[src/rtl/cnn_pkg.sv]
// Shared types and helpers for the 1-D convolution layer.
// Holds the layer FSM state type and the output saturate/ReLU stage.
package cnn_pkg;

   typedef enum logic [1:0] {
      LOAD_W,
      LOAD_X,
      COMPUTE
   } conv_state_t;

   localparam int SAT_W = 64;

   // Clamp a sign-extended accumulator into a signed 'width'-bit range, then optionally drop negatives.
   function automatic logic signed [SAT_W-1:0] sat_relu(input logic signed [SAT_W-1:0] value,
                                                        input int width,
                                                        input logic relu);
      logic signed [SAT_W-1:0] hi;
      logic signed [SAT_W-1:0] lo;
      logic signed [SAT_W-1:0] res;
      hi = (64'sd1 <<< (width - 1)) - 64'sd1;
      lo = -(64'sd1 <<< (width - 1));
      if (value > hi)
         res = hi;
      else if (value < lo)
         res = lo;
      else
         res = value;
      if (relu && (res < 0))
         res = '0;
      return res;
   endfunction

endpackage

[src/rtl/conv_mac.sv]
// Single multiply-accumulate lane for the convolution layer.
// Clear has priority over enable so an output load and accumulator restart share one cycle.
module conv_mac
   import cnn_pkg::*;
#(
   parameter int T     = 16,
   parameter int ACC_W = 36
) (
   input  logic                    clk,
   input  logic                    reset,
   input  logic                    clear,
   input  logic                    enable,
   input  logic signed [T-1:0]     a,
   input  logic signed [T-1:0]     b,
   output logic signed [ACC_W-1:0] acc
);

   logic signed [2*T-1:0] product;

   assign product = a * b;

   always_ff @(posedge clk or posedge reset) begin
      if (reset)
         acc <= '0;
      else if (clear)
         acc <= '0;
      else if (enable)
         acc <= acc + ACC_W'(product);
   end

endmodule

[src/rtl/conv_layer_1d.sv]
// Streaming 1-D valid convolution: load M weights, load N samples, emit N-M+1 outputs.
// One MAC per cycle plus one output-register load per result.
module conv_layer_1d
   import cnn_pkg::*;
#(
   parameter int T    = 16,
   parameter int N    = 64,
   parameter int M    = 9,
   parameter int FRAC = 0,
   parameter int RELU = 1
) (
   input  logic                clk,
   input  logic                reset,
   input  logic signed [T-1:0] x_data,
   input  logic                x_valid,
   output logic                x_ready,
   input  logic signed [T-1:0] w_data,
   input  logic                w_valid,
   output logic                w_ready,
   output logic signed [T-1:0] y_data,
   output logic                y_valid,
   input  logic                y_ready
);

   localparam int ACC_W = 2 * T + $clog2(M);
   localparam int XW    = (N > 1) ? $clog2(N) : 1;
   localparam int FW    = (M > 1) ? $clog2(M) : 1;
   localparam int TW    = $clog2(M + 1);

   localparam logic [XW-1:0] X_LAST   = XW'(N - 1);
   localparam logic [XW-1:0] W_LAST   = XW'(M - 1);
   localparam logic [XW-1:0] K_LAST   = XW'(N - M);
   localparam logic [TW-1:0] TAP_LOAD = TW'(M);

   conv_state_t state;

   logic signed [T-1:0] x_buf [N];
   logic signed [T-1:0] f_buf [M];

   logic [XW-1:0] ld_cnt;
   logic [XW-1:0] k_idx;
   logic [TW-1:0] tap;
   logic          last_out;

   logic                    advance;
   logic                    mac_en;
   logic                    mac_clr;
   logic [XW-1:0]           x_idx;
   logic [FW-1:0]           f_idx;
   logic signed [T-1:0]     x_op;
   logic signed [T-1:0]     f_op;
   logic signed [ACC_W-1:0] acc;
   logic signed [ACC_W-1:0] acc_sh;
   logic signed [T-1:0]     y_next;

   // The whole compute pipeline freezes while a finished result sits unread in the output register.
   always_comb begin
      advance = !y_valid || y_ready;
      mac_en  = (state == COMPUTE) && !last_out && advance && (tap != TAP_LOAD);
      mac_clr = (state == COMPUTE) && !last_out && advance && (tap == TAP_LOAD);
      x_idx   = XW'(32'(k_idx) + 32'(tap));
      f_idx   = tap[FW-1:0];
      x_op    = x_buf[x_idx];
      f_op    = f_buf[f_idx];
      acc_sh  = acc >>> FRAC;
      y_next  = T'(sat_relu(SAT_W'(acc_sh), T, RELU != 0));
   end

   conv_mac #(
      .T     (T),
      .ACC_W (ACC_W)
   ) u_mac (
      .clk    (clk),
      .reset  (reset),
      .clear  (mac_clr),
      .enable (mac_en),
      .a      (x_op),
      .b      (f_op),
      .acc    (acc)
   );

   // Sample and weight storage is never reset; it is always rewritten before use.
   always_ff @(posedge clk) begin
      if ((state == LOAD_W) && w_valid && w_ready)
         f_buf[ld_cnt[FW-1:0]] <= w_data;
      if ((state == LOAD_X) && x_valid && x_ready)
         x_buf[ld_cnt] <= x_data;
   end

   always_ff @(posedge clk or posedge reset) begin
      if (reset) begin
         state    <= LOAD_W;
         x_ready  <= 1'b0;
         w_ready  <= 1'b0;
         y_valid  <= 1'b0;
         y_data   <= '0;
         ld_cnt   <= '0;
         k_idx    <= '0;
         tap      <= '0;
         last_out <= 1'b0;
      end else begin
         case (state)
            LOAD_W: begin
               w_ready <= 1'b1;
               if (w_valid && w_ready) begin
                  if (ld_cnt == W_LAST) begin
                     ld_cnt  <= '0;
                     w_ready <= 1'b0;
                     x_ready <= 1'b1;
                     state   <= LOAD_X;
                  end else begin
                     ld_cnt <= ld_cnt + 1'b1;
                  end
               end
            end
            LOAD_X: begin
               x_ready <= 1'b1;
               if (x_valid && x_ready) begin
                  if (ld_cnt == X_LAST) begin
                     ld_cnt  <= '0;
                     x_ready <= 1'b0;
                     state   <= COMPUTE;
                  end else begin
                     ld_cnt <= ld_cnt + 1'b1;
                  end
               end
            end
            COMPUTE: begin
               // Last result is loaded; leave only once it has been taken downstream.
               if (last_out) begin
                  if (y_valid && y_ready) begin
                     y_valid  <= 1'b0;
                     last_out <= 1'b0;
                     k_idx    <= '0;
                     tap      <= '0;
                     if (w_valid) begin
                        state   <= LOAD_W;
                        w_ready <= 1'b1;
                     end else begin
                        state   <= LOAD_X;
                        x_ready <= 1'b1;
                     end
                  end
               end else if (advance) begin
                  if (tap != TAP_LOAD) begin
                     tap <= tap + 1'b1;
                     if (y_ready)
                        y_valid <= 1'b0;
                  end else begin
                     y_data  <= y_next;
                     y_valid <= 1'b1;
                     tap     <= '0;
                     if (k_idx == K_LAST)
                        last_out <= 1'b1;
                     else
                        k_idx <= k_idx + 1'b1;
                  end
               end
            end
            default: state <= LOAD_W;
         endcase
      end
   end

endmodule
[config.mk]
export PLATFORM = sky130hd
export DESIGN_NAME = conv_layer_1d
export DESIGN_NICKNAME = d
export VERILOG_FILES = /design/src/rtl/cnn_pkg.sv /design/src/rtl/conv_mac.sv /design/src/rtl/conv_layer_1d.sv
export SDC_FILE = /design/constraint.sdc
export NUM_CORES = 2
export LEC_CHECK = 0
export ABC_AREA = 1
export CAP_MARGIN = 10
export CORE_ASPECT_RATIO = 0.8
export CORE_MARGIN = 4
export CORE_UTILIZATION = 65
export DETAILED_ROUTE_END_ITERATION = 12
export HOLD_SLACK_MARGIN = 0.08
export PLACE_DENSITY = 0.79
export SLEW_MARGIN = 20
export SYNTH_ARGS = -nofsm -noshare
export SYNTH_HDL_FRONTEND = slang
export SYNTH_SLANG_ARGS = --single-unit
[constraint.sdc]
create_clock -name clk -period 13.69 [get_ports clk]
set_clock_uncertainty 0.1 [all_clocks]
set_input_delay 2.0535 -clock clk [delete_from_list [all_inputs] [get_ports clk]]
set_output_delay 2.0535 -clock clk [all_outputs]
set_load 0.05 [all_outputs]
# ---- After elaboration in Yosys (flattened, before gate mapping)
# Memories as Yosys holds them, arrays and structs flattened.
# Cells that the tools add are included.
dict set report op_classes {
  n_addsub 5
  multipliers 1
  n_lt_le_gt_ge 3
  eq_ne 19
  n_mux 55
  bitwise 2
  reduce_logical 28
}
# operator n
set ops {}
lappend ops {{$mux 64} 2}
lappend ops {{$mux 36} 2}
lappend ops {{$lt 64x1->1 const B} 1}
lappend ops {{$mux 6} 9}
lappend ops {{$add 36x32->36} 1}
lappend ops {{$gt 36x16->1 const B} 1}
lappend ops {{$lt 36x16->1 const B} 1}
lappend ops {{$mul 16x16->32} 1}
lappend ops {{$mux 1} 27}
lappend ops {{$mux 16} 1}
lappend ops {{$mux 4} 4}
lappend ops {{$add 6x1->6 const B} 2}
lappend ops {{$eq 6x6->1 const B} 2}
lappend ops {{$mux 2} 6}
lappend ops {{$ne 2x1->1 const B} 6}
lappend ops {{$pmux 6 s2} 1}
lappend ops {{$reduce_and 4->1} 3}
lappend ops {{$reduce_and 6->1} 2}
lappend ops {{$logic_and 1x1->1} 11}
lappend ops {{$ne 2x2->1 const B} 5}
lappend ops {{$reduce_bool 2->1} 4}
lappend ops {{$add 6x4->6} 1}
lappend ops {{$eq 6x4->1 const B} 1}
lappend ops {{$pmux 2 s3} 1}
lappend ops {{15 further kinds} 18}
dict set report totals {
  ff_bits 74
  ramBits 1168
  memories 2
}
# name words word_bits rd rd_ports_with_merged_regs wr line
set mem_list {}
lappend mem_list {x_buf 64 16 1 0 1 conv_layer_1d.sv:37} ;# logic signed [T-1:0] x_buf [N];
lappend mem_list {f_buf 9 16 1 0 1 conv_layer_1d.sv:38} ;# logic signed [T-1:0] f_buf [M];

# ---- Longest topological paths before layout
dict set report logic_depth {
  ltp_word 6
  depth_mapped 43
  ltp_nobuf 37
}

# ---- By module
# A second synthesis with hierarchy kept.
dict set report hier_totals {
  hier_cells 6813
  area_unflattened_um2 66364.9
}
# mod instances cells_per_inst area_per_inst_um2 seq_area_each_um2
set modules_own_cells {}
lappend modules_own_cells {conv_layer_1d 1 4948 52221.3 36024.6}
lappend modules_own_cells {conv_mac 1 1865 14143.6 900.9}

# ---- Least setup slack after synthesis
# OpenSTA, ideal clock, no wires.
dict set report synth_path {
  path_type {register -> register}
  start {reg tap[1], in the netlist f_idx[1]}
  end {reg u_mac.acc[35]}
  t_arrival_ps 7347
  required_ps 13473
  path_slack_ps 6126
  path_stages_with_launch 39
  period_less_slack_ps 7564
  path_cell_list {dfrtp_1 buf_4 inv_2 buf_2 buf_4 fa_1 buf_4 inv_4 buf_4 buf_2 nand3_1 nand2_1 nand2_1 nand2_1 nand2_1 nand3_2 nand3_2 nand2_4 (+3 left out) fa_1 fa_1 fa_1 inv_1 fa_1 inv_1 fa_1 inv_1 ha_1 a21o_1 a21oi_1 nor2_1 nor2_1 o211ai_1 a21oi_1 nand3_1 nand3_1 nand2_1}
}
dict set report synth_via {
  elab_chain_len 6
}
# item line
set synth_lines {}
lappend synth_lines {{from (decl)} conv_layer_1d.sv:42} ;# logic [TW-1:0] tap;
lappend synth_lines {{from (signal assigned)} conv_layer_1d.sv:146} ;# tap <= tap + 1'b1;
lappend synth_lines {{$add 6x4->6} conv_layer_1d.sv:61} ;# x_idx = XW'(32'(k_idx) + 32'(tap));
lappend synth_lines {{$mem_v2 64x16} n/a}
lappend synth_lines {{$mul 16x16->32} conv_mac.sv:20} ;# assign product = a * b;
lappend synth_lines {{$add 36x32->36} conv_mac.sv:28} ;# acc <= acc + ACC_W'(product);
lappend synth_lines {{$mux 36} conv_mac.sv:27} ;# else if (enable)
lappend synth_lines {{$mux 36} conv_mac.sv:25} ;# else if (clear)
lappend synth_lines {{to (signal assigned)} conv_mac.sv:28}
lappend synth_lines {{to (decl)} conv_mac.sv:15} ;# output logic signed [ACC_W-1:0] acc
# Several ways; a longest one is shown, not always the timed one. The select of a mux whose other input is x is not followed.
# A chain may end at the register's enable or synchronous reset.

# ---- Worst setup path in the final report
dict set report layout_path {
  start {reg tap[1], in the netlist f_idx[1]}
  end {reg u_mac.acc[31]}
}
# The elaborated chain is that of the path after synthesis.

==> metrics list <==
* Crit Reg-Reg Endpoint: u_mac.acc[31]$_DFFE_PP0P_
* Max-capacitance violation count: 0
* Buffers on Ports: 55
- Die height: 284 um
* Row count: 100
- Die Span X: 353 um
* Nets in the synthesized netlist: 5761
- The floorplan step defined a die boundary enclosing 100000 um^2.
- Proportion of register bits with asynchronous set or reset after synthesis: 5.96%
- Post-detailed-route wirelength per cell: 23.9 um
- # DRC: 0
- Detailed-placement wirelength estimate: 96400 um
- The initial antenna violation count came to 2.
* Unrepaired setup endpoints after global routing: false
- The total count of max-transition violations in the final report is 0.
- Buffers from clock root to sink, at most: 3
- The worst hold path terminates at y_data[15]$_DFFE_PP0P_.
- Counting flops and latches in the post-synthesis netlist gives 1242.
- Ratio of final minimum period to clock period: 79.6%
- Combined flip-flop and latch cell area: 36900 um^2
- Area of the mapped netlist: 62000 um^2
- In this run the clock root is driven by a sky130_fd_sc_hd__clkbuf_16.
- TritonCTS created 113 clock buffers.
- The worst path meets setup with 2.79 ns of slack.
- The slowest stage of the critical path belongs to the cell sky130_fd_sc_hd__fa_2.
* Commonest non-fill, non-tap cells in the layout: sky130_fd_sc_hd__nand2_1 (1336), sky130_fd_sc_hd__edfxtp_1 (1168), sky130_fd_sc_hd__inv_1 (488)
* Sum of negative setup slack: 0 ns
- CTS built an H-tree with a depth of 3.
* CP arrival: 11.40 ns
- For this configuration, the core starts out at a cell density of 66.0%.
* Worst slew pin tran: 1.14 ns
- The congestion estimate from routability-driven global placement came to 0.964.
- Setup slack on the worst reg-to-reg path comes out at 2.79 ns.
- The final number of hold-violating endpoints came to 0.
- Commonest non-fill, non-tap cell in the layout: sky130_fd_sc_hd__nand2_1
* Critical-path maximum fanout: 187
* Mapped Cells: 5290
- In the global route stage, met1 resource usage came out at 46.6%.
- For this run, the top clock speed supported by timing is 91.7 MHz.
* Post-layout minimum cycle time: 10.90 ns
- Pre-CTS setup slack: 3.18 ns
- Worst-Skew Late Latency: 0.72 ns
- The worst setup path is launched from a register.
- In the final layout, the multi-input gates occupy 21700 um^2.
- The clock net in this run drives a total of 1242 sinks.
* Global-route usage over all layers: 31.5%
* Type of element capturing the critical path: register
- For this design, the CTS-stage hold fixing added 0 buffers.
- Fill cell count: 6213
- Worst hold slack: 0.388 ns
- TritonCTS clock tree: done
- Yosys mapped a number of flops with a built-in enable equal to 1168.
- After synthesis, the netlist uses 54 different library cells.
* Count of vias placed by the detailed router: 42100
- Required time reported for the critical path endpoint: 14.19 ns
- The flow ran to the end, and the final reports show no timing, DRC or antenna violations.
- The first global-routing pass estimated 243000 um of wire.
* Met3 routing resource usage after global routing: 7.71%
* Worst Hold Launch: y_data[15]$_DFFE_PP0P_
- Setup repair bufs after CTS: 0
- The number of cells on the worst reg-to-reg path is 33.
- Synthesized area divided by synthesized cell count: 11.7 um^2
* Yosys warns: 0
- After global routing, the most crowded layer is met2.
* Remaining global-route overflow: 0
- Via count of the first global-routing pass: 41300
- Clock-pin slew was measured on the worst setup and hold paths at 0.07 ns.
- Global routing used 47.8% of the available met2 tracks.
- The count of nets left with antenna violations once routing finished came out at 0.
- In the final design database the tool counted 5779 nets.
- The first detailed-routing pass took 6 iterations.
- Prevailing post-synth register cell: sky130_fd_sc_hd__edfxtp_1
* Via density per instance: 6.35
- The worst hold path was traced through 2 stages.
- Pin count of the biggest net entering global routing: 275
- Class of the most critical setup path: reg2reg
- Wires add up to 159000 um.
* Startpoint of the worst-slack reg-to-reg timing path: f_idx[1]$_DFFE_PP0P_
- Once the clock tree was built, the resizer swapped 0 gates to a different size.
- Seq/Total Area, Yosys: 59.6%
* Ratio of cells with drive above 1 in the final layout: 6.94%
- I/O pin total: 56
- From synthesis to final layout, the design area changed by 8.66%.
* Slew margin rel.: 23.8%
- Floorplan Core Area: 93800 um^2
* Count of routing violations after the opening detailed-route iteration: 6362
- The largest single stage delay on the critical path is 0.86 ns.
- Worst hold path type: reg2reg
- Total of endpoints with negative setup slack in the final report: 0
-- synthesized netlist by cell type, types with 6 or more instances --
library cell,number,area share [%]
sky130_fd_sc_hd__dfrtp_1,74,3.0
sky130_fd_sc_hd__a32oi_1,114,1.6
sky130_fd_sc_hd__nor3_1,24,0.19
sky130_fd_sc_hd__o21ai_1,13,0.11
sky130_fd_sc_hd__nand4_1,17,0.17
sky130_fd_sc_hd__fa_1,316,10
sky130_fd_sc_hd__nor4_1,8,0.081
sky130_fd_sc_hd__edfxtp_1,1168,57
sky130_fd_sc_hd__clkinv_1,6,0.036
sky130_fd_sc_hd__a221oi_1,23,0.33
sky130_fd_sc_hd__o211ai_1,87,1.1
sky130_fd_sc_hd__ha_1,118,2.4
sky130_fd_sc_hd__inv_2,17,0.10
sky130_fd_sc_hd__o21ai_0,134,1.1
sky130_fd_sc_hd__buf_6,10,0.18
sky130_fd_sc_hd__inv_1,489,3.0
sky130_fd_sc_hd__buf_2,189,1.5
sky130_fd_sc_hd__nand2_1,1337,8.1
sky130_fd_sc_hd__a21oi_1,368,3.0
sky130_fd_sc_hd__o21bai_1,7,0.085
sky130_fd_sc_hd__nand2_2,12,0.12
sky130_fd_sc_hd__clkbuf_1,24,0.15
sky130_fd_sc_hd__buf_4,50,0.61
sky130_fd_sc_hd__nand3_1,181,1.5
sky130_fd_sc_hd__a32o_1,128,2.1
sky130_fd_sc_hd__nor2_1,299,1.8
-- registers in the layout, indices dropped and copies added (netlist names) --
name	cells
last_out	1
f_idx	4
state	2
u_mac.acc	36
ld_cnt	6
x_ready	1
w_ready	1
f_buf	144
x_buf	1024
y_valid	1
y_data	16
k_idx	6
-- per-stage QoR --
| stage | cells | util [%] | instance area [um^2] |
|---|---|---|---|
| after detailed placement | 6417 | 67.7 | 63600 |
| after global routing | 6629 | 71.7 | 67300 |
| after CTS | 6627 | 71.7 | 67300 |
| after floorplan | 5290 | - | 62000 |
| after global placement | 6417 | 67.7 | 63500 |
| final | 6629 | 71.7 | 67300 |
-- worst max-delay path, delay by kind of cell, from the launching register on --
kind	cells	cell delay, ns
AOI/OAI and AO/OA	4	0.66
adders and majority gates	8	4.24
buffers and inverters	9	2.67
DFF	1	0.35
and+or+nand+nor	12	2.51
-- layout make-up --
type	instances	area share, %
flip-flops and latches	1242	54.8
multi-input cells	3256	32.2
clock buffers	132	4.31
inverters	514	2.92
well taps	1224	2.27
repair buffers	181	2.21
clock inverters	78	1.28
diodes	2	0.00743
-- logic make-up after synthesis --
family	synth area share [%]
AOI/OAI and AO/OA	9.70
xor gates and xnor gates	0.206
adders and majority gates	12.6
buffers and inverters	5.61
DFF	59.6
and+or+nand+nor	12.3
-- metal layers --
layer  wire [um]  part of all wire [%]  up-vias
met5           0                     0        -
met4        3840                   2.4        0
met3       20800                    13      289
met2       71600                    45     2672
met1       62500                    39    20700
li1            -                     -    18400
-- worst max-delay path by stage --
stage | start | endpoint | cells past startpoint
after global placement | f_idx[1]$_DFFE_PP0P_ | u_mac.acc[31]$_DFFE_PP0P_ | 33
after floorplan | f_idx[1]$_DFFE_PP0P_ | u_mac.acc[35]$_DFFE_PP0P_ | 38
after global routing | f_idx[1]$_DFFE_PP0P_ | u_mac.acc[27]$_DFFE_PP0P_ | 36
after detailed placement | f_idx[1]$_DFFE_PP0P_ | u_mac.acc[27]$_DFFE_PP0P_ | 36
final | f_idx[1]$_DFFE_PP0P_ | u_mac.acc[31]$_DFFE_PP0P_ | 33
after CTS | f_idx[1]$_DFFE_PP0P_ | u_mac.acc[27]$_DFFE_PP0P_ | 36
Power is left out: the tool's default activity adds up to more than one toggle a clock period on the data nets, which glitch-free logic cannot reach.
